$ cat src/rtl/egg_timer_ctrl.sv
// Egg-timer sequencing: keypad MM:SS entry, load/clear strobes, 1 Hz decrement enable, alarm at 00:00.
// Build option: define EGG_ALARM_TIMEOUT_EN to auto-clear the alarm after ALARM_TICKS ticks.
//
// state | meaning
// IDLE  | accepting keypad digits, waiting for start
// LOAD  | wrtEn pulse copies the entry into the countdown register
// RUN   | prescaler ticking, decEn pulses, watching for 00:00
// PAUSE | prescaler frozen, waiting for start to resume
// ALARM | alarm asserted, waiting for start/stop (or timeout)
// CLR   | wrtEn pulse with a zero entry to clear the countdown register
module egg_timer_ctrl #(
  parameter int TICK_DIV    = 50_000_000,
  parameter int ALARM_TICKS = 10
) (
  input  logic        clk,
  input  logic        reset,
  input  logic [3:0]  digitIn,
  input  logic        digitValid,
  input  logic        startBtn,
  input  logic        stopBtn,
  input  logic        clearBtn,
  input  logic [3:0]  secOnes,
  input  logic [3:0]  secTens,
  input  logic [3:0]  minOnes,
  input  logic [3:0]  minTens,
  output logic [15:0] minsSecsOut,
  output logic        wrtEn,
  output logic        decEn,
  output logic        alarm,
  output logic        err,
  output logic [2:0]  state
);

  typedef enum logic [2:0] {
    S_IDLE  = 3'd0,
    S_LOAD  = 3'd1,
    S_RUN   = 3'd2,
    S_PAUSE = 3'd3,
    S_ALARM = 3'd4,
    S_CLR   = 3'd5
  } state_t;

  localparam int PW = $clog2(TICK_DIV);
  localparam logic [PW-1:0] PRESC_MAX = PW'(TICK_DIV - 1);

  if (TICK_DIV < 2 || ALARM_TICKS < 1) begin : g_bad_param
    $error("egg_timer_ctrl: TICK_DIV must be >= 2 and ALARM_TICKS >= 1");
  end

  state_t         state_q;
  logic [15:0]    entry_q;
  logic [PW-1:0]  presc_q;
  logic [PW-1:0]  presc_d;
  logic           err_q;
  logic           tick;
  logic           count_zero;
  logic           entry_ok;

`ifdef EGG_ALARM_TIMEOUT_EN
  localparam int AW = $clog2(ALARM_TICKS + 1);
  localparam logic [AW-1:0] ALARM_LAST = AW'(ALARM_TICKS - 1);
  logic [AW-1:0]  alarm_cnt_q;
`endif

  assign tick       = (presc_q == PRESC_MAX);
  assign presc_d    = tick ? '0 : presc_q + PW'(1);
  assign count_zero = ({minTens, minOnes, secTens, secOnes} == 16'h0000);

  // Nibbles can only hold 0..9 via the keypad filter, but a start must still reject seconds >= 60.
  assign entry_ok = (entry_q != 16'h0000) &&
                    (entry_q[15:12] <= 4'd9) && (entry_q[11:8] <= 4'd9) &&
                    (entry_q[7:4]   <= 4'd5) && (entry_q[3:0]  <= 4'd9);

  always_ff @(posedge clk) begin
    if (reset) begin
      state_q <= S_IDLE;
      entry_q <= '0;
      presc_q <= '0;
      err_q   <= 1'b0;
`ifdef EGG_ALARM_TIMEOUT_EN
      alarm_cnt_q <= '0;
`endif
    end else begin
      err_q <= 1'b0;
      if (clearBtn) begin
        state_q <= S_CLR;
        entry_q <= '0;
        presc_q <= '0;
      end else begin
        case (state_q)
          S_IDLE: begin
            if (startBtn) begin
              if (entry_ok) state_q <= S_LOAD;
              else          err_q   <= 1'b1;
            end else if (!stopBtn && digitValid && (digitIn <= 4'd9)) begin
              entry_q <= {entry_q[11:0], digitIn};
            end
          end
          S_LOAD: begin
            state_q <= S_RUN;
            presc_q <= '0;
          end
          S_RUN: begin
            // Restart the prescaler on the way into ALARM so the alarm timeout is a whole number of ticks.
            if (count_zero) begin
              state_q <= S_ALARM;
              presc_q <= '0;
`ifdef EGG_ALARM_TIMEOUT_EN
              alarm_cnt_q <= '0;
`endif
            end else begin
              presc_q <= presc_d;
              if (stopBtn) state_q <= S_PAUSE;
            end
          end
          S_PAUSE: begin
            if (startBtn) state_q <= S_RUN;
          end
          S_ALARM: begin
            presc_q <= presc_d;
`ifdef EGG_ALARM_TIMEOUT_EN
            if (tick) alarm_cnt_q <= alarm_cnt_q + AW'(1);
            if (startBtn || stopBtn || (tick && alarm_cnt_q == ALARM_LAST)) state_q <= S_IDLE;
`else
            if (startBtn || stopBtn) state_q <= S_IDLE;
`endif
          end
          S_CLR: begin
            state_q <= S_IDLE;
          end
          default: begin
            state_q <= S_IDLE;
          end
        endcase
      end
    end
  end

  assign minsSecsOut = entry_q;
  assign wrtEn       = (state_q == S_LOAD) || (state_q == S_CLR);
  assign decEn       = (state_q == S_RUN) && !count_zero && tick;
  assign alarm       = (state_q == S_ALARM);
  assign err         = err_q;
  assign state       = state_q;

endmodule

$ cat config.mk
export PLATFORM = sky130hd
export DESIGN_NAME = egg_timer_ctrl
export DESIGN_NICKNAME = d
export VERILOG_FILES = /design/src/rtl/egg_timer_ctrl.sv
export SDC_FILE = /design/constraint.sdc
export NUM_CORES = 1
export LEC_CHECK = 0
export BUFFER_PORTS_ARGS = -buffer_cell sky130_fd_sc_hd__buf_2
export CORE_ASPECT_RATIO = 0.7
export CORE_MARGIN = 2
export CORE_UTILIZATION = 25
export CTS_BUF_LIST = sky130_fd_sc_hd__clkbuf_8
export DETAILED_ROUTE_END_ITERATION = 8
export GPL_TIMING_DRIVEN = 0
export PLACE_DENSITY = 0.51
export REMOVE_ABC_BUFFERS = 1
export SLEW_MARGIN = 25
export SYNTH_ARGS = -nofsm -noshare
export SYNTH_HDL_FRONTEND = slang
export SYNTH_SLANG_ARGS = --single-unit
$ cat constraint.sdc
create_clock -name clk -period 2.33 [get_ports clk]
set_clock_uncertainty 0.2 [all_clocks]
set_input_delay 0.1165 -clock clk [delete_from_list [all_inputs] [get_ports clk]]
set_output_delay 0.1165 -clock clk [all_outputs]
set_load 0.05 [all_outputs]
; ---- Word-level counts from Yosys, hierarchy flattened
; Cells that the tools add are included.
[totals]
word_cells = 62
romBits = 0
reg_bits = 46
n_memories = 0
latch_bits = 0
input_bits = 26
ram_bits = 0
[op_classes]
n_eq_ne = 16
n_div = 0
addsub = 1
mul = 0
n_shift = 0
n_reduce_logical = 21
mux = 12
bitwise_logic = 2
n_lt_le_gt_ge = 5
[op_table]
columns = cell, n
row1 = one-hot mux 26 bit (3 select lines), 1
row2 = two-way mux 26 bit, 2
row3 = adder 26 x 1 -> 26 bit (second input constant), 1
row4 = equality test 26 bit (second input constant), 1
row5 = two-way mux 3 bit, 7
row6 = less-or-equal comparator 4 bit (second input constant), 4
row7 = zero test 16 bit, 1
row8 = nonzero test 16 bit, 1
row9 = one-hot mux 3 bit (5 select lines), 1
row10 = inequality test 3 bit (second input constant), 4
row11 = AND reduction 5 bit, 2
row12 = logical AND 1 bit, 8
row13 = equality test 3 x 2 -> 1 bit (second input constant), 2
row14 = equality test 3 bit (second input constant), 2
row15 = inequality test 2 bit (second input constant), 3
row16 = less-or-equal comparator 4 x 3 -> 1 bit (second input constant), 1
row17 = inequality test 4 bit (second input constant), 1
row18 = OR reduction 4 bit, 1
row19 = equality test 3 x 1 -> 1 bit (second input constant), 1
row20 = zero test 3 bit, 1
row21 = inequality test 3 x 2 -> 1 bit (second input constant), 1
row22 = AND reduction 3 bit, 1
row23 = nonzero test 3 bit, 1
row24 = zero test 1 bit, 2
row25 = other kinds (5), 7

; ---- Longest topological paths before layout
; Gate-level depths: netlist (run 1).
[depth]
word_depth = 9
ltp_mapped = 7
ltp_nobuf = 6

; ---- Worst setup path after synthesis (run 1)
; Ideal clock, no wire load.
[synth_path]
path_type = reg-to-output
start = reg state_q[1] (netlist: state[1])
end = out decEn
path_stages_with_launch = 6
n_path_buf = 1
arrival_time_ns = 2.393
required_time_ns = 2.013
slack_ns = -0.379
cell_sequence = dfxtp_1 > buf_2 > nand2b_1 > a41oi_2 > nand2_1 > nor3_1
[synth_via]
elab_chain_cells = 3
[synth_rtl]
columns = item, line
row1 = "start, declared", 50  ; state_t state_q;
row2 = "start signal, assigned", 76  ; state_q <= S_IDLE;
row3 = "start signal, assigned", 86  ; state_q <= S_CLR;
row4 = "start signal, assigned", 93  ; if (entry_ok) state_q <= S_LOAD;
row5 = equality test 3 x 2 -> 1 bit, 141  ; assign decEn = (state_q == S_RUN) && !count_zero && tick;
row6 = logical AND 1 bit (2 in a row), 141
row7 = "end, declared", 28  ; output logic decEn,
; Every way passes these cells.

; ---- Worst setup path after layout (run 1)
[layout_path]
start = reg presc_q[8]
end = reg presc_q[22]
[layout_via]
elab_chain_cells = 4
word_cells_on_any_way = 5
[layout_rtl]
columns = item, line
row1 = "start, declared", 52  ; logic [PW-1:0] presc_q;
row2 = "start signal, assigned", 112  ; presc_q <= presc_d;
row3 = "start signal, assigned", 120  ; presc_q <= presc_d;
row4 = adder 26 x 1 -> 26 bit / equality test 26 bit (equally long branches), "66, 65"
row5 = two-way mux 26 bit (*), 66  ; assign presc_d = tick ? '0 : presc_q + PW'(1);
row6 = two-way mux 26 bit, 105  ; if (count_zero) begin
row7 = one-hot mux 26 bit (3 select lines) (*), 90  ; case (state_q)
; Every way passes the cells marked *; elsewhere a longest branch is shown, timed or not.
; A chain may end at the register's enable or synchronous reset.

==> results of run 1 <==
per-stage QoR:
step / instance area [um2] / setup WS, ns / setup TNS (ns) / std cells
floorplan: 2410 / -0.375 / -1.82 / 269
global placement: 2810 / -0.713 / -10.91 / 445
detailed placement: 2820 / -0.738 / -10.40 / 445
CTS: 3100 / 0.0131 / 0 / 468
global route: 3200 / -0.00488 / -0.00650 / 476
finish: 3200 / 0.0324 / 0 / 476
area by class of cell:
| cell class | instances | share of cell area |
|---|---|---|
| Inverter | 6 | 0.00822 |
| Clock inverter | 3 | 0.00783 |
| Clock buffer | 5 | 0.0215 |
| Tap cell | 128 | 0.0501 |
| Sequential cell | 46 | 0.290 |
| Multi-Input combinational cell | 218 | 0.487 |
| Timing Repair Buffer | 70 | 0.135 |
worst max-delay path by stage:
stage	start	endpoint	slack [ns]	cells after the start
floorplan	state[1]$_SDFFE_PP0P_	decEn	-0.38	4
global placement	presc_q[0]$_SDFFE_PP0P_	presc_q[14]$_SDFFE_PP0P_	-0.71	6
detailed placement	presc_q[0]$_SDFFE_PP0P_	presc_q[14]$_SDFFE_PP0P_	-0.74	6
CTS	presc_q[0]$_SDFFE_PP0P_	presc_q[23]$_SDFFE_PP0P_	0.01	8
global route	state[0]$_SDFFE_PP0P_	presc_q[24]$_SDFFE_PP0P_	-0.005	5
finish	presc_q[8]$_SDFFE_PP0P_	presc_q[22]$_SDFFE_PP0P_	0.03	5
synthesized netlist by cell type, types with 2 or more instances:
master / instances
nor3b_1: 7
a21oi_1: 5
or3_1: 2
and2_1: 4
buf_2: 7
dfxtp_1: 46
o31ai_1: 9
a21o_1: 5
nor2_1: 29
nand4b_1: 2
clkbuf_1: 7
inv_1: 5
a22o_1: 6
o41ai_1: 2
o21ai_0: 7
a31o_2: 2
a221o_1: 2
a211oi_1: 4
a211o_1: 2
and3_1: 3
nand3_1: 7
and4_1: 8
o311ai_0: 4
nor4b_1: 5
xnor2_1: 2
nand2_1: 21
o21a_1: 5
nor2b_1: 2
nand4_1: 5
nor3_1: 12
o22a_1: 2
nor4_1: 17
mux2i_1: 16
routing by layer:
metal  vias to the layer above  part of all wire  wire length (um)
met4                         0             0.017               121
li1                       1234                 -                 -
met3                         9             0.050               355
met2                        64              0.41              2910
met5                         -                 0                 0
met1                      1171              0.53              3760
cell families after synthesis:
family,synth area share
compound gates,0.210
xor+xnor,0.0106
fa+ha+maj,0.00503
buf+inv,0.0383
flops,0.371
mux,0.0690
simple gates,0.297
flip-flops by register name, indices dropped and copies added (netlist names):
signal       flops
err              1
presc_q         26
minsSecsOut     16
state            3
repair_timing:
action                     in CTS  in global routing
gates cloned                    1                  0
pin swaps                       3                  2
hold endpoints to repair        7                  0
hold buffers                    8                  0
setup buffers                   6                  8
setup endpoints to repair      41                 25
gates resized for setup         9                 10
worst max-delay path, stage by stage (launching register included):
cell and delay [ns]:
dfxtp_1 0.49, nand4_2 0.20, or2_1 0.40, or4_1 0.53
a211oi_1 0.32, a21o_1 0.12
cell usage in the layout (no fill, tap or decap), drive strengths merged, types with 3 or more instances in the layout:
cell type | Yosys | routed
a211oi | 4 | 4
dlygate4sd3 | 0 | 8
a21o | 5 | 5
nor3b | 7 | 7
a22o | 6 | 6
o21ai | 7 | 7
dfxtp | 46 | 46
nand4 | 6 | 6
nor3 | 12 | 12
nand2 | 21 | 21
and4 | 8 | 8
nor4 | 18 | 18
a21oi | 5 | 5
and2 | 4 | 4
buf | 8 | 61
inv | 5 | 6
clkbuf | 7 | 6
and3 | 3 | 3
nor4b | 5 | 5
nand3 | 7 | 7
mux2i | 16 | 16
o31ai | 9 | 9
o311ai | 4 | 4
nor2 | 29 | 29
o21a | 5 | 5
report_power, final:
part	leakage [nW]	internal (mW)	switching [mW]	total, mW
Sequential	0.374	0.791	0.0125	0.804
Clock	0.0447	0.217	0.311	0.528
Combinational	0.871	0.0771	0.133	0.210
Total	1.29	1.09	0.457	1.54
==> parameters.txt, run 1 <==
Parameter                              Value

Global route
  GRT met2 Usage ... 0.186
  GR met3 Demand/Resource ... 0.0314
  Vias in the first global route ... 2,231
  Global router's overall resource usage ... 0.134
  Total global routing overflow ... 0
  Pin count of the biggest net entering global routing ... 55
  Initial antenna violation count ... 0
  Gr busiest metal ... met1
  Wire length of the first global-routing pass ... 11,300 um
  Met1 routing resource usage after global routing ... 0.200

Floorplan
  Initial core utilization ... 0.257
  Vert. Die Dim ... 87.4 um
  Core Region ... 9680 um2
  Total Die Area ... 10,800 um2
  Number of standard-cell rows in the floorplan ... 30
  Count of pins on the block boundary ... 49
  DIE WIDTH ... 123 um

Clock tree
  H-tree lvl count ... 2
  CTS root buffer ... clkbuf_8
  TritonCTS sink count ... 46
  CTS tree ... done
  Clock buffer depth ... 2
  Post-CTS clock slew at the launch and capture registers of the worst setup and hold paths ... 0.10 ns
  Clock network latency to the later pin of the worst-skew pair ... 0.31 ns
  Number of CTS-inserted buffers ... 5

Place
  Half-perimeter wire length after placement ... 4540 um
  RD Place Congestion ... 0.760
  Port buffer count ... 48

Min path
  Worst hold path endpoint ... state[0]$_SDFFE_PP0P_
  Launch instance of the worst min-delay path ... stopBtn
  Worst hold path stage count ... 3
  Path class of the lowest-slack min-delay path ... input port to flop

Run status
  Run status ... complete, no violations

Logic synthesis
  Synth Instances ... 284
  Fraction of synthesis flops using an asynchronous set or reset pin ... 0
  Most used flip-flop cell after synthesis ... dfxtp_1
  Synth Cell Area ... 2480 um2
  Leading post-synthesis cells by cell area ... dfxtp_1, mux2i_1, nor2_1
  Synthesis warning total ... 0
  Post-synth cell types ... 55
  Fraction of the yosys area taken by sequential cells ... 0.371
  Post-synthesis sequential element count ... 46
  Cell type with the largest total area after synthesis ... dfxtp_1
  Post-synth EDFFs ... 0
  Top-area cell type share of the netlist area ... 0.371
  Avg Cell Area, Syn ... 8.75 um2

Power
  Worst supply voltage drop on vdd ... 0.323 mV
  P per Cell Area ... 483 nW/um2
  Total leakage power ... 1.29 nW
  Overall power consumption ... 1.54 mW

Setup path
  Worst Setup Start Kind ... flop
  Critical path required time ... 2.40 ns
  Maximum fanout along the worst path ... 10
  Start-to-end type of the worst setup path ... flop to flop
  Worst setup slack for register-to-register paths ... 0.03 ns
  Depth of the most critical reg-to-reg path ... 5
  Kind of end point of the critical path ... flop
  Launch instance of the worst register-to-register path ... presc_q[8]$_SDFFE_PP0P_
  R2R Path End ... presc_q[22]$_SDFFE_PP0P_
  Data arrival time of the critical path ... 2.36 ns

Timing
  Setup violation total in the final timing report ... 0
  Max-Slew Margin vs Limit ... 0.500
  Fin. Hold Viols ... 0
  Share of the cycle needed by the critical path after routing ... 0.986
  Fin. max-slew vios ... 0
  Upper clock frequency limit ... 435 MHz
  Worst hold margin ... 0.0226 ns
  Final critical delay including setup and external delays ... 2.30 ns
  Worst Tran Pin Value ... 0.749 ns

Routing
  Overall via count from detail_route ... 2,478
  WL per Instance ... 15.0 um
  Sum of routed wire length over all layers ... 7140 um
  Detailed Routing Iterations Pass 1 ... 4
  Iter 0 DRT Violations ... 154
  Detailed-route DRC error count ... 0
  Post-detailed-route via-to-cell ratio ... 5.21
  Number of nets with antenna violations after routing ... 0

Final layout
  Util after Layout ... 0.330
  ANT cells ... 0
  Final nets ... 374
  Layout cells sized above 1 ... 0.267
  Post-synthesis to final-layout area growth ... 28.6%
  Count of fill cells added during filler insertion ... 1,041
  Sequential standard cell area ... 927 um2
  Multi-input gate area ... 1560 um2

Job
  Reported max-cap violation count ... 0
Power figures use the tool's default switching activity.
==> run 2, diff against run 1 <==
--- a/config.mk
+++ b/config.mk
@@ -5,6 +5,7 @@
 export SDC_FILE = /design/constraint.sdc
 export NUM_CORES = 1
 export LEC_CHECK = 0
+export ABC_CLOCK_PERIOD_IN_PS = 2330
 export BUFFER_PORTS_ARGS = -buffer_cell sky130_fd_sc_hd__buf_2
 export CORE_ASPECT_RATIO = 0.7
 export CORE_MARGIN = 2
==> constraint.sdc (replaced) <==
create_clock -name clk -period 2.33 [get_ports clk]
set_clock_uncertainty 0.2 [all_clocks]
set_input_delay 0.5825 -clock clk [delete_from_list [all_inputs] [get_ports clk]]
set_output_delay 0.5825 -clock clk [all_outputs]
set_load 0.05 [all_outputs]
==> run 2 against run 1 <==
  * The run now ends with negative setup slack left
  * Critical path depth did not move
  * Sequential share of layout area is essentially flat
  * Non-clock buffer count is 4 lower
  * Hold slack improved by 0.25 ns
  * Core utilization up 0.89 points
  * Combinational power grew 10%
  * Design area rose by 2.7%
  * Maximum frequency is 2.6% lower
  * Register-to-register slack better by 0.02 ns
  * First-iteration DRC count grew 9.1%
  * Worst setup slack got worse by 0.061 ns
  * Wire length is 1.9% higher
==> parameters.txt, run 2 (synthesis results as in run 1) <==
Parameter                              Value

Global route
  Initial antenna violation count ... 0 (unchanged)
  Pin count of the biggest net entering global routing ... 55 (unchanged)
  Global router's overall resource usage ... 0.139 (+0.00428)
  Total global routing overflow ... 0 (unchanged)
  Wire length of the first global-routing pass ... 11,600 um (+2.9%)
  Vias in the first global route ... 2,274 (+1.9%)

Floorplan
  Vert. Die Dim ... 87.4 um (unchanged)
  Core Region ... 9680 um2 (unchanged)
  Count of pins on the block boundary ... 49 (unchanged)
  DIE WIDTH ... 123 um (unchanged)
  Total Die Area ... 10,800 um2 (unchanged)
  Number of standard-cell rows in the floorplan ... 30 (unchanged)
  Initial core utilization ... 0.257 (unchanged)

Final layout
  Most frequent standard cell in the layout excluding fill and tap cells ... buf_2
  Final nets ... 370 (-1.1%)
  Post-synthesis to final-layout area growth ... 32.1%
  ANT cells ... 0 (unchanged)
  Top library cells by usage in the layout, fill and taps aside ... buf_2, dfxtp_1, nor2_1, nand2_1
  Count of fill cells added during filler insertion ... 1,024 (-1.6%)
  Multi-input gate area ... 1640 um2 (+5.5%)
  Layout cells sized above 1 ... 0.340 (+0.0729)
  Sequential standard cell area ... 953 um2 (+2.8%)
  Register containing the most flip-flops in the final layout ... presc_q
  Largest register FFs ... 26 (unchanged)
  Post-route non-filler standard cell count ... 472 (-0.84%)
  Non-Filler Cell Area, Final ... 3280 um2 (+2.7%)

Timing
  Setup violation total in the final timing report ... 1 (+1)
  Max-Slew Margin vs Limit ... 0.471 (-0.0285)
  Fin. max-slew vios ... 0 (unchanged)
  Upper clock frequency limit ... 424 MHz (-2.6%)
  Final critical delay including setup and external delays ... 2.36 ns (+0.0613 ns)
  RSZ-0062 raised after global routing ... true
  Setup Total Neg Slack ... -0.0289 ns (-0.0289 ns)
  Worst Tran Pin Value ... 0.791 ns (+0.0427 ns)
  Fin. Hold Viols ... 0 (unchanged)
  Worst path setup slack after routing ... -0.0289 ns (-0.0613 ns)
  Share of the cycle needed by the critical path after routing ... 1.01 (+0.0263)

Setup path
  Start-to-end type of the worst setup path ... flop to output pin
  Kind of end point of the critical path ... output pin
  Maximum fanout along the worst path ... 6 (-4)
  Depth of the most critical reg-to-reg path ... 8 (+3)
  Worst Setup Start Kind ... flop
  R2R Path End ... presc_q[20]$_SDFFE_PP0P_
  CP startpoint ... presc_q[0]$_SDFFE_PP0P_
  Worst setup slack for register-to-register paths ... 0.05 ns (+0.02 ns)
  Data arrival time of the critical path ... 1.58 ns (-0.78 ns)
  Launch instance of the worst register-to-register path ... presc_q[10]$_SDFFE_PP0P_
  Critical path required time ... 1.55 ns (-0.85 ns)

Power
  Internal power consumption ... 1.09 mW (+0.13%)
  P per Cell Area ... 473 nW/um2 (-2.1%)
  Overall power consumption ... 1.55 mW (+0.60%)
  Switching component of the power ... 0.464 mW (+1.7%)
  Logic gate share of total power ... 0.149 (+0.013)
  Total leakage power ... 1.32 nW (+2.6%)
  Worst supply voltage drop on vdd ... 0.305 mV (-5.5%)
  Clock Power Share ... 0.338 (-0.004)
  Sequential Power Share ... 0.513 (-0.008)
  Switching part of the total ... 0.299 (+0.00324)

Place
  Cell count after placement ... 445 (unchanged)
  Half-perimeter wire length after placement ... 4540 um (unchanged)
  Port buffer count ... 48 (unchanged)
  Worst slack at placement ... -1.06 ns (-0.319 ns)
  Post-place instance area ... 2820 um2 (unchanged)
  RD Place Congestion ... 0.760 (unchanged)

Clock tree
  Hold-fix buffers, CTS ... 0 (-8)
  H-tree lvl count ... 2 (unchanged)
  CTS tree ... done
  Clock buffer depth ... 2 (unchanged)
  TritonCTS sink count ... 46 (unchanged)
  CTS root buffer ... clkbuf_8
  Number of CTS-inserted buffers ... 5 (unchanged)
  Clock network latency to the later pin of the worst-skew pair ... 0.31 ns (about the same)
  Post-CTS clock slew at the launch and capture registers of the worst setup and hold paths ... 0.10 ns (about the same)

Routing
  Post-detailed-route via-to-cell ratio ... 5.30 (+1.8%)
  Number of nets with antenna violations after routing ... 0 (unchanged)
  Iter 0 DRT Violations ... 168 (+9.1%)
  Detailed Routing Iterations Pass 1 ... 4 (unchanged)
  Sum of routed wire length over all layers ... 7270 um (+1.9%)
  Detailed-route DRC error count ... 0 (unchanged)
  WL per Instance ... 15.4 um (+2.7%)
  Overall via count from detail_route ... 2,501 (+0.93%)

Min path
  Launch instance of the worst min-delay path ... reset
  Worst hold path endpoint ... state[2]$_SDFFE_PP0P_
  Worst hold path stage count ... 2 (-1)
  Path class of the lowest-slack min-delay path ... input port to flop

Run status
  Violated checks ... negative setup slack
  Run status ... complete, but fails checks

Job
  Reported max-cap violation count ... 0 (unchanged)
==> run 2: timing repair <==
action | 4_1_cts | 5_1_grt
gates resized for setup | 49 | 6
pin swaps | 5 | 1
setup endpoints to repair | 43 | 14
setup buffers | 13 | 5
gates cloned | 1 | 0
==> run 2: how the worst max path moves through the flow <==
stage	to	slack, ns	cells past startpoint
5_1_grt	decEn	-0.12	5
2_1_floorplan	decEn	-0.84	4
3_3_place_gp	presc_q[14]$_SDFFE_PP0P_	-1.02	6
6_report	decEn	-0.03	5
3_5_place_dp	presc_q[14]$_SDFFE_PP0P_	-1.06	6
4_1_cts	decEn	-0.02	5
==> run 2: power groups by stage <==
stage,clock network [mW],logic (mW),registers (mW)
finish,0.525,0.231,0.796
global route,0.571,0.246,0.797
CTS,0.543,0.213,0.797
detailed placement,0,0.172,0.821
global placement,0,0.169,0.821
floorplan,0,0.0947,0.834
==> run 2: stage by stage <==
stage | hold WS [ns] | utilization
finish | 0.271 | 0.339
global route | 0.261 | 0.339
CTS | 0.255 | 0.332
detailed placement | 0.268 | 0.291
global placement | 0.253 | 0.290
floorplan | 0.242 | -
==> run 2: layout make-up <==
class,instances,share of cell area
clock buffers,5,0.0210
clock inverters,3,0.00762
inverters,6,0.00762
multi-input cells,218,0.501
flip-flops and latches,46,0.291
well taps,128,0.0488
repair buffers,66,0.124
==> run 2: layer usage <==
| metal | vias up | global-route usage | part of all wire |
|---|---|---|---|
| met3 | 7 | 0.0360 | 0.052 |
| met5 | - | 0 | 0 |
| met1 | 1211 | 0.208 | 0.52 |
| met4 | 0 | 0.0424 | 0.013 |
| met2 | 61 | 0.190 | 0.42 |
| li1 | 1222 | - | - |
==> run 2: worst max-delay path, cell delays in order (launching register included) <==
cell and delay (ns):
dfxtp_4 0.37, ha_4 0.17, nand2_2 0.06, nand4b_1 0.24
nor3_2 0.23, buf_6 0.19
